`src/rtl/meas_bank_ctrl.sv`:
```
// Epoch/ping-pong bank controller: swaps the scheduler's counter bank on epoch
// boundaries and sweeps the retired bank (read, clear, report non-zero) via port B.
module meas_bank_ctrl #(
   parameter int C_ID_WIDTH      = 12,
   parameter int C_COUNTER_WIDTH = 20,
   parameter int C_DRAIN         = 4
) (
   input  logic                       clk,
   input  logic                       rst,
   input  logic                       in_enable,
   input  logic [31:0]                in_time_p,
   input  logic [31:0]                in_epoch_len,
   input  logic                       in_force_swap,
   output logic                       out_active_bank,
   output logic                       out_ram_en1b,
   output logic                       out_ram_we1b,
   output logic [C_ID_WIDTH-1:0]      out_ram_addr1b,
   output logic [C_COUNTER_WIDTH-1:0] out_ram_din1b,
   input  logic [C_COUNTER_WIDTH-1:0] in_ram_dout1b,
   output logic                       out_ram_en2b,
   output logic                       out_ram_we2b,
   output logic [C_ID_WIDTH-1:0]      out_ram_addr2b,
   output logic [C_COUNTER_WIDTH-1:0] out_ram_din2b,
   input  logic [C_COUNTER_WIDTH-1:0] in_ram_dout2b,
   input  logic                       in_dma_fifo_full,
   output logic                       out_dma_fifo_valid,
   output logic [C_ID_WIDTH-1:0]      out_dma_fifo_id,
   output logic [C_COUNTER_WIDTH-1:0] out_dma_fifo_data,
   output logic                       out_busy,
   output logic                       out_sweep_done,
   output logic [15:0]                out_epoch_cnt,
   output logic                       out_overrun
);

   typedef enum logic [2:0] {S_IDLE, S_DRAIN, S_RD, S_WB, S_HOLD} state_t;

   localparam logic [3:0] DRAIN_LAST = 4'(C_DRAIN - 1);

   state_t                     state;
   logic [3:0]                 drain_cnt;
   logic [31:0]                epoch_start;
   logic                       active_bank;
   logic                       sweep_bank;
   logic                       pending;
   logic                       overrun;
   logic                       busy;
   logic                       sweep_done;
   logic [15:0]                epoch_cnt;
   logic [C_ID_WIDTH-1:0]      hold_id;
   logic [C_COUNTER_WIDTH-1:0] hold_data;

   logic                       ram_en_p0;
   logic                       ram_we_p0;
   logic [C_ID_WIDTH-1:0]      addr_p0;

   logic                       vld_p1;
   logic [C_ID_WIDTH-1:0]      id_p1;
   logic [C_COUNTER_WIDTH-1:0] data_p1;

   logic [31:0]                elapsed;
   logic                       auto_req;
   logic                       swap_req;
   logic [C_COUNTER_WIDTH-1:0] rd_data;
   logic                       rd_nz;
   logic                       wb_stall;
   logic                       hold_go;
   logic                       emit;
   logic                       advance;
   logic                       last_addr;
   logic [C_ID_WIDTH-1:0]      emit_id;
   logic [C_COUNTER_WIDTH-1:0] emit_data;

   // Modulo-2^32 subtraction keeps the epoch timer correct across time-base wrap.
   assign elapsed  = in_time_p - epoch_start;
   assign auto_req = in_enable && (in_epoch_len != 32'd0) && (elapsed >= in_epoch_len);
   assign swap_req = auto_req || in_force_swap || pending;

   assign rd_data   = sweep_bank ? in_ram_dout2b : in_ram_dout1b;
   assign rd_nz     = (rd_data != '0);
   assign wb_stall  = (state == S_WB) && rd_nz && in_dma_fifo_full;
   assign hold_go   = (state == S_HOLD) && !in_dma_fifo_full;
   assign emit      = ((state == S_WB) && rd_nz && !in_dma_fifo_full) || hold_go;
   assign advance   = ((state == S_WB) && !wb_stall) || hold_go;
   assign last_addr = (addr_p0 == '1);
   assign emit_id   = (state == S_HOLD) ? hold_id   : addr_p0;
   assign emit_data = (state == S_HOLD) ? hold_data : rd_data;

   always_ff @(posedge clk) begin
      if (rst) begin
         state       <= S_IDLE;
         drain_cnt   <= 4'd0;
         epoch_start <= in_time_p;
         active_bank <= 1'b0;
         sweep_bank  <= 1'b0;
         pending     <= 1'b0;
         overrun     <= 1'b0;
         busy        <= 1'b0;
         sweep_done  <= 1'b0;
         epoch_cnt   <= 16'd0;
         hold_id     <= '0;
         hold_data   <= '0;
         ram_en_p0   <= 1'b0;
         ram_we_p0   <= 1'b0;
         addr_p0     <= '0;
         vld_p1      <= 1'b0;
         id_p1       <= '0;
         data_p1     <= '0;
      end else begin
         sweep_done <= 1'b0;
         vld_p1     <= 1'b0;

         case (state)
            S_IDLE: begin
               if (swap_req) begin
                  active_bank <= ~active_bank;
                  sweep_bank  <= active_bank;
                  epoch_start <= in_time_p;
                  epoch_cnt   <= epoch_cnt + 16'd1;
                  pending     <= 1'b0;
                  busy        <= 1'b1;
                  drain_cnt   <= 4'd0;
                  state       <= S_DRAIN;
               end
            end
            S_DRAIN: begin
               if (drain_cnt == DRAIN_LAST) begin
                  ram_en_p0 <= 1'b1;
                  ram_we_p0 <= 1'b0;
                  addr_p0   <= '0;
                  state     <= S_RD;
               end else begin
                  drain_cnt <= drain_cnt + 4'd1;
               end
            end
            S_RD: begin
               ram_en_p0 <= 1'b1;
               ram_we_p0 <= 1'b1;
               state     <= S_WB;
            end
            S_WB: begin
               if (wb_stall) begin
                  hold_id   <= addr_p0;
                  hold_data <= rd_data;
                  ram_en_p0 <= 1'b0;
                  ram_we_p0 <= 1'b0;
                  state     <= S_HOLD;
               end
            end
            S_HOLD: begin
               ram_en_p0 <= 1'b0;
               ram_we_p0 <= 1'b0;
            end
            default: state <= S_IDLE;
         endcase

         // Report stage: one-cycle strobe after the WB/HOLD decision
         if (emit) begin
            vld_p1  <= 1'b1;
            id_p1   <= emit_id;
            data_p1 <= emit_data;
         end

         if (advance) begin
            if (last_addr) begin
               ram_en_p0  <= 1'b0;
               ram_we_p0  <= 1'b0;
               busy       <= 1'b0;
               sweep_done <= 1'b1;
               state      <= S_IDLE;
            end else begin
               addr_p0   <= addr_p0 + 1'b1;
               ram_en_p0 <= 1'b1;
               ram_we_p0 <= 1'b0;
               state     <= S_RD;
            end
         end

         // Requests arriving mid-sweep collapse into a single deferred swap.
         if ((state != S_IDLE) && swap_req) begin
            pending <= 1'b1;
            overrun <= 1'b1;
         end
      end
   end

   assign out_active_bank    = active_bank;
   assign out_ram_en1b       = ram_en_p0 && !sweep_bank;
   assign out_ram_we1b       = ram_we_p0 && !sweep_bank;
   assign out_ram_addr1b     = addr_p0;
   assign out_ram_din1b      = '0;
   assign out_ram_en2b       = ram_en_p0 && sweep_bank;
   assign out_ram_we2b       = ram_we_p0 && sweep_bank;
   assign out_ram_addr2b     = addr_p0;
   assign out_ram_din2b      = '0;
   assign out_dma_fifo_valid = vld_p1;
   assign out_dma_fifo_id    = id_p1;
   assign out_dma_fifo_data  = data_p1;
   assign out_busy           = busy;
   assign out_sweep_done     = sweep_done;
   assign out_epoch_cnt      = epoch_cnt;
   assign out_overrun        = overrun;

endmodule

```
`config.mk`:
```
export PLATFORM = sky130hd
export DESIGN_NAME = meas_bank_ctrl
export DESIGN_NICKNAME = d
export VERILOG_FILES = /design/src/rtl/meas_bank_ctrl.sv
export SDC_FILE = /design/constraint.sdc
export NUM_CORES = 1
export LEC_CHECK = 0
export CAP_MARGIN = 40
export CORE_UTILIZATION = 50
export DETAILED_ROUTE_END_ITERATION = 12
export GPL_ROUTABILITY_DRIVEN = 0
export MAX_ROUTING_LAYER = met4
export PLACE_DENSITY_LB_ADDON = 0.25
export RECOVER_POWER = 50
export SYNTH_ARGS = -nofsm -noshare
export SYNTH_HDL_FRONTEND = slang
export SYNTH_SLANG_ARGS = --single-unit
```
`constraint.sdc`:
```
create_clock -name clk -period 9.65 [get_ports clk]
set_input_delay 1.93 -clock clk [delete_from_list [all_inputs] [get_ports clk]]
set_output_delay 1.93 -clock clk [all_outputs]
set_load 0.01 [all_outputs]
```
==> results of run 1 <==
## cell families (layout without fill, tap and decap cells)
logic type / Yosys count / count (layout) / share of synthesized area
mux: 25 / 25 / 0.02925
buf+inv: 172 / 309 / 0.09697
other cells: 1 / 40 / 0.0004319
fa+ha+maj: 67 / 67 / 0.09741
flops: 140 / 140 / 0.3597
xor+xnor: 38 / 38 / 0.03833
simple gates: 349 / 349 / 0.1852
compound gates: 258 / 258 / 0.1928
## where the power goes
part	total, mW	internal, mW	switching, mW	leakage (nW)
sequential	0.686	0.654	0.0322	1.20
clock	0.615	0.338	0.277	0.279
combinational	0.599	0.264	0.335	3.21
total	1.90	1.26	0.644	4.69
## cells in the mapped netlist, types with 6 or more instances
cell type	instances	area, sq um
nor2b_1	6	37.54
a2111oi_0	6	52.55
mux2i_1	22	220.2
ha_1	66	825.8
buf_4	52	390.4
o21ai_0	36	180.2
nor3_1	11	55.05
nor4_1	19	118.9
nand3_1	18	90.09
inv_1	79	296.5
clkbuf_1	39	146.4
edfxtp_1	32	960.9
nand4_1	21	131.4
nor2_1	131	491.7
nand2_1	95	356.6
and3_1	10	62.56
nand2b_1	8	50.05
dfxtp_1	108	2162
xor2_1	10	87.58
xnor2_1	28	245.2
o21bai_1	7	52.55
a311oi_1	16	140.1
a211oi_1	50	375.4
a21o_1	19	142.6
or2_2	6	37.54
a21oi_1	89	445.4
## state kept, by name, indices dropped and copies added (netlist names), 3 cells and up
| name | count |
|---|---|
| out_dma_fifo_id | 12 |
| state | 3 |
| out_epoch_cnt | 16 |
| hold_data | 20 |
| out_ram_addr1b | 12 |
| out_dma_fifo_data | 20 |
| epoch_start | 32 |
| drain_cnt | 4 |
| hold_id | 12 |
## worst max-delay path: cells and delay by family
kind | cells | cell delay, ns
xor+xnor | 1 | 0.11
compound gates | 9 | 2.49
simple gates | 4 | 1.13
fa+ha+maj | 3 | 0.86
buf+inv | 4 | 0.92
## through the flow
stage,area (sq um),utilization,power (mW),worst slack (ns),hold slack (ns)
after detailed placement,10570,0.6308,1.301,2.060,0.4470
after floorplan,8830,-,1.112,2.033,0.4366
after global placement,10520,0.6279,1.280,2.005,0.4435
after CTS,11120,0.6635,1.925,2.480,0.4565
after global routing,11120,0.6633,2.018,1.937,0.4770
final,11120,0.6633,1.901,2.337,0.4531
## area by class of cell
type / count / area, sq um
fillers: 1493 / 5643
multi-input cells: 777 / 4887
flip-flops and latches: 140 / 3123
repair buffers: 198 / 1986
clock buffers: 17 / 425.4
inverters: 79 / 296.5
well taps: 220 / 275.3
clock inverters: 15 / 123.9
## how the worst max path moves through the flow
stage	startpoint	end	slack (ns)	cells after the start
floorplan	in_time_p[0]	epoch_start[0]	2.03	20
global placement	in_time_p[0]	epoch_start[0]	2.00	20
detailed placement	in_time_p[0]	epoch_start[0]	2.06	21
CTS	in_time_p[0]	epoch_start[12]	2.48	21
global route	in_time_p[2]	epoch_start[14]	1.94	18
finish	in_time_p[0]	epoch_start[7]	2.34	21
## per-layer routing
metal	vias to the layer above	GRT usage	wire length [microns]
met5	-	-	0
met4	0	0.07576	380
met3	30	0.05782	1606
met2	261	0.4168	10430
met1	3646	0.3118	9585
li1	3978	-	-
==> impl_metrics.ini, run 1 <==
[status]
outcome = finished with violations
violations = capacitance limit, slew limit

[timing]
slew_violations = 53
period_share = 0.7578
tightest_slew_ns = 2.251
setup-tns-final_ns = 0
max_freq_mhz = 136.7
hold_viol = 0
skew_ns = 0.01023
setup_viol = 0
rsz0062_at_grt = false
relSlewSlack = -0.5005
fin_crit_ns = 7.313

[worst_hold_path]
hp-start = out_overrun
hold_path_class = flip-flop to flip-flop
holdPathStages = 1
whs_endpoint = out_overrun

[cells_and_area]
area_growth_pct = 28.03
antenna_cells = 0
final_cell_count_no_fill = 1446
nNetsFinal = 1389
drive_above_1_share = 0.04894
final_common_cell = nor2_1
final_cell_mix = nor2_1, dlygate4sd3_1, dfxtp_1

[logic_synthesis]
synth-edff-count = 32
yosys_warnings = 0
async_reset_ff_frac = 0
syn_avg_cell_area_sq_um = 8.270
synth-seq-cells = 140
syn-instance-count = 1050
synth.cell_area_sq_mm = 0.008683
synthFlopType = dfxtp_1
yosysSeqAreaShare = 0.3597
synth_cell_types = 60

[detailed_routing]
route.detailed.drc = 0
wl_microns = 22000
drt-initial-drc-count = 403
ant_nets = 0
wl_per_cell_microns = 15.22
drt_first_pass_iters = 5
viasPerCell = 5.474
vias = 7915

[setup_path]
slowest_delay_ns = 0.57
r2r_start = epoch_start[0]
startpoint_type = input pin
cp-end-kind = flip-flop
ff2ff_path_depth = 19
crit_slowest_cell = o21ai_4
required_ns = 9.78
critPathArrivalTime_ns = 7.44
rr_endpoint = epoch_start[7]
critPathMaxFanout = 21
crit_type = input pin to flip-flop
path_cells = dlygate4sd3_1 -> inv_1 -> ha_1 -> inv_1 -> fa_1 -> a211oi_1 -> nor2_1 -> o31ai_1 -> o22ai_1 -> a41oi_1 -> o21bai_1 -> a21oi_1 -> xnor2_1 -> ha_1 -> nand4_1 -> or4_1 -> a311oi_1 -> o31ai_2 -> and2_1 -> o21ai_4 -> buf_16
reg2reg_slack_ns = 4.11

[clock_tree]
clkTransAtPathRegs_ns = 0.06
ctsHoldBuffers = 0
clkLatencyLatePin_ns = 0.42
cts_made_buffers = 17
clock_tree.root_cell = clkbuf_16
cts.htree.levels = 4
cts_buffer_depth = 2
cts_tree = built
postCtsSetupRepairBufs = 0
cts_sinks = 140
cts.repair.resized = 0

[grt]
grt_pass1_vias = 7282
grt_pass1_wl_microns = 35540
grt_remaining_overflow = 0
track_usage = 0.2546
grt_max_degree = 54
antenna_found_initial = 0

[floorplan]
fp.dieW_microns = 133.8
rows = 47
die_h_microns = 133.8
start_util = 0.5181
ios = 230
coreArea_sq_mm = 0.01676
die-area_sq_mm = 0.01790

[power]
p_per_area_mw_per_mm2 = 171.0
ir_drop_mv = 0.1574
power.leakage_nw = 4.687

[place]
port_buffers = 189
place_inst = 1414
dp.final_hpwl_microns = 16310

[job]
maxCapViolCount = 1
Power figures use the tool's default switching activity.
==> run 2, diff against run 1 <==
Settings changed: CORE_UTILIZATION 50 to 45.
Clock period 9.65 ns to 6.15 ns, I/O delays scaled along.
==> run 2 against run 1 <==
Against the previous run:
- hold slack worse by 0.0024 ns
- final cell count grew 4.4%
- count of clock-buffer cells in the layout increased by 1
- register-to-register slack lost 2.9 ns
- first-iteration DRC count fell by 3.0%
- routed wire length grew 2.2%
- sequential share of layout area decreased by 0.65 points
- the flow still finishes with violations (capacitance limit, slew limit)
- sequential cell count did not move
- highest routed layer unchanged
- critical path depth shrank 3
==> impl_metrics.ini, run 2 (synthesized netlist as in run 1, its figures left out) <==
[power]
finalPower_mw = 3.089
p_comb_frac = 0.320
p_seq_frac = 0.347
p_clk_frac = 0.332
p_int_mw = 2.060
power.leakage_nw = 4.798
p_per_area_mw_per_mm2 = 271.5
p_sw_mw = 1.029
p_sw_frac = 0.3333
ir_drop_mv = 0.2027

[timing]
tightest_slew_ns = 2.307
rsz0062_at_grt = false
whs_ns = 0.4507
hold_viol = 0
skew_ns = 0.01115
max_freq_mhz = 168.0
fin_crit_ns = 5.951
slew_violations = 77
setup_viol = 0
relSlewSlack = -0.5380
period_share = 0.9677

[status]
outcome = finished with violations
violations = capacitance limit, slew limit

[floorplan]
fp.dieW_microns = 140.9
die_h_microns = 140.9
start_util = 0.4611
ios = 230
die-area_sq_mm = 0.01986
rows = 50
coreArea_sq_mm = 0.01883

[clock_tree]
cts_made_buffers = 17
cts.repair.resized = 0
clkTransAtPathRegs_ns = 0.06
cts_buffer_depth = 2
postCtsSetupRepairBufs = 0
clkLatencyLatePin_ns = 0.43
ctsHoldBuffers = 0
cts_sinks = 140
cts.htree.levels = 4
cts_tree = built
clock_tree.root_cell = clkbuf_16

[setup_path]
cp-end-kind = flip-flop
startpoint_type = input pin
required_ns = 6.46
critPathArrivalTime_ns = 6.26
critPathMaxFanout = 5
crit_type = input pin to flip-flop

[grt]
grt_remaining_overflow = 0
grt_pass1_wl_microns = 36400
antenna_found_initial = 0
grt_pass1_vias = 7265
track_usage = 0.2362
grt_max_degree = 73

[cells_and_area]
final_common_cell = nor2_1
nNetsFinal = 1412
largest_reg_flops = 32
top_register = epoch_start
area_growth_pct = 31.04
final_cell_mix = nor2_1, dfxtp_1, dlygate4sd3_1
antenna_cells = 0
drive_above_1_share = 0.06886

[place]
dp.final_hpwl_microns = 16770
port_buffers = 189

[detailed_routing]
route.detailed.drc = 0
vias = 7915
wl_microns = 22480
ant_nets = 0
viasPerCell = 5.245
drt_first_pass_iters = 5
drt-initial-drc-count = 391
wl_per_cell_microns = 14.90

[job]
maxCapViolCount = 2

[worst_hold_path]
hold_path_class = flip-flop to flip-flop
-- run 2: cell type report --
type                            instances  area, sq um
Clock buffer                           18        439.2
Clock inverter                         14        147.6
Fill cell                            1666         7452
Inverter                               79        296.5
Multi-Input combinational cell        777         4912
Sequential cell                       140         3123
Tap cell                              260        325.3
Timing Repair Buffer                  221         2135
-- run 2: final timing paths --
kind	from	to	slack, ns	cells after the start
worst max-delay path	in_time_p[4]	out_epoch_cnt[13]	0.20	18
worst min register to register	out_overrun	out_overrun	0.45	1
worst min-delay path	out_overrun	out_overrun	0.45	1
worst max register to register	epoch_start[2]	out_epoch_cnt[13]	1.23	18
-- run 2: layer usage --
layer,routed length [microns],GRT usage,up-vias
met4,307,0.06636,0
met2,10510,0.3857,257
met3,1528,0.04959,29
li1,-,-,4017
met1,10140,0.2949,3612
met5,0,-,-
-- run 2: power by group through the flow --
stage	registers, mW	logic (mW)	clock network (mW)
3_5_place_dp	1.09	0.984	0
5_1_grt	1.08	1.10	1.09
3_3_place_gp	1.09	0.969	0
4_1_cts	1.07	0.993	1.05
2_1_floorplan	1.09	0.659	0
6_report	1.07	0.990	1.03
-- run 2: critical path: stages --
cell,delay (ns)
dlygate4sd3_1,0.56
ha_1,0.37
nand2_1,0.07
a2111oi_1,0.48
nor3_2,0.14
a211o_1,0.34
a2111oi_2,0.45
a2111oi_0,0.17
o21ai_0,0.24
xnor2_1,0.10
ha_1,0.29
nand4_1,0.10
or2_2,0.33
a311oi_1,0.28
o31ai_2,0.14
and2_1,0.26
nor4_2,0.33
mux2_2,0.36
-- run 2: metrics by stage --
| stage | area, sq um | util | std cells | setup WS (ns) | TNS, ns |
|---|---|---|---|---|---|
| 6_report | 11380 | 0.6043 | 1509 | 0.1987 | 0 |
| 3_3_place_gp | 10750 | 0.5711 | 1476 | -0.006983 | -0.01265 |
| 3_5_place_dp | 10770 | 0.5722 | 1477 | -0.2355 | -5.407 |
| 5_1_grt | 11380 | 0.6043 | 1509 | 0.03177 | 0 |
| 2_1_floorplan | 8841 | - | 1089 | 0.1996 | 0 |
| 4_1_cts | 11360 | 0.6033 | 1509 | 0.1663 | 0 |
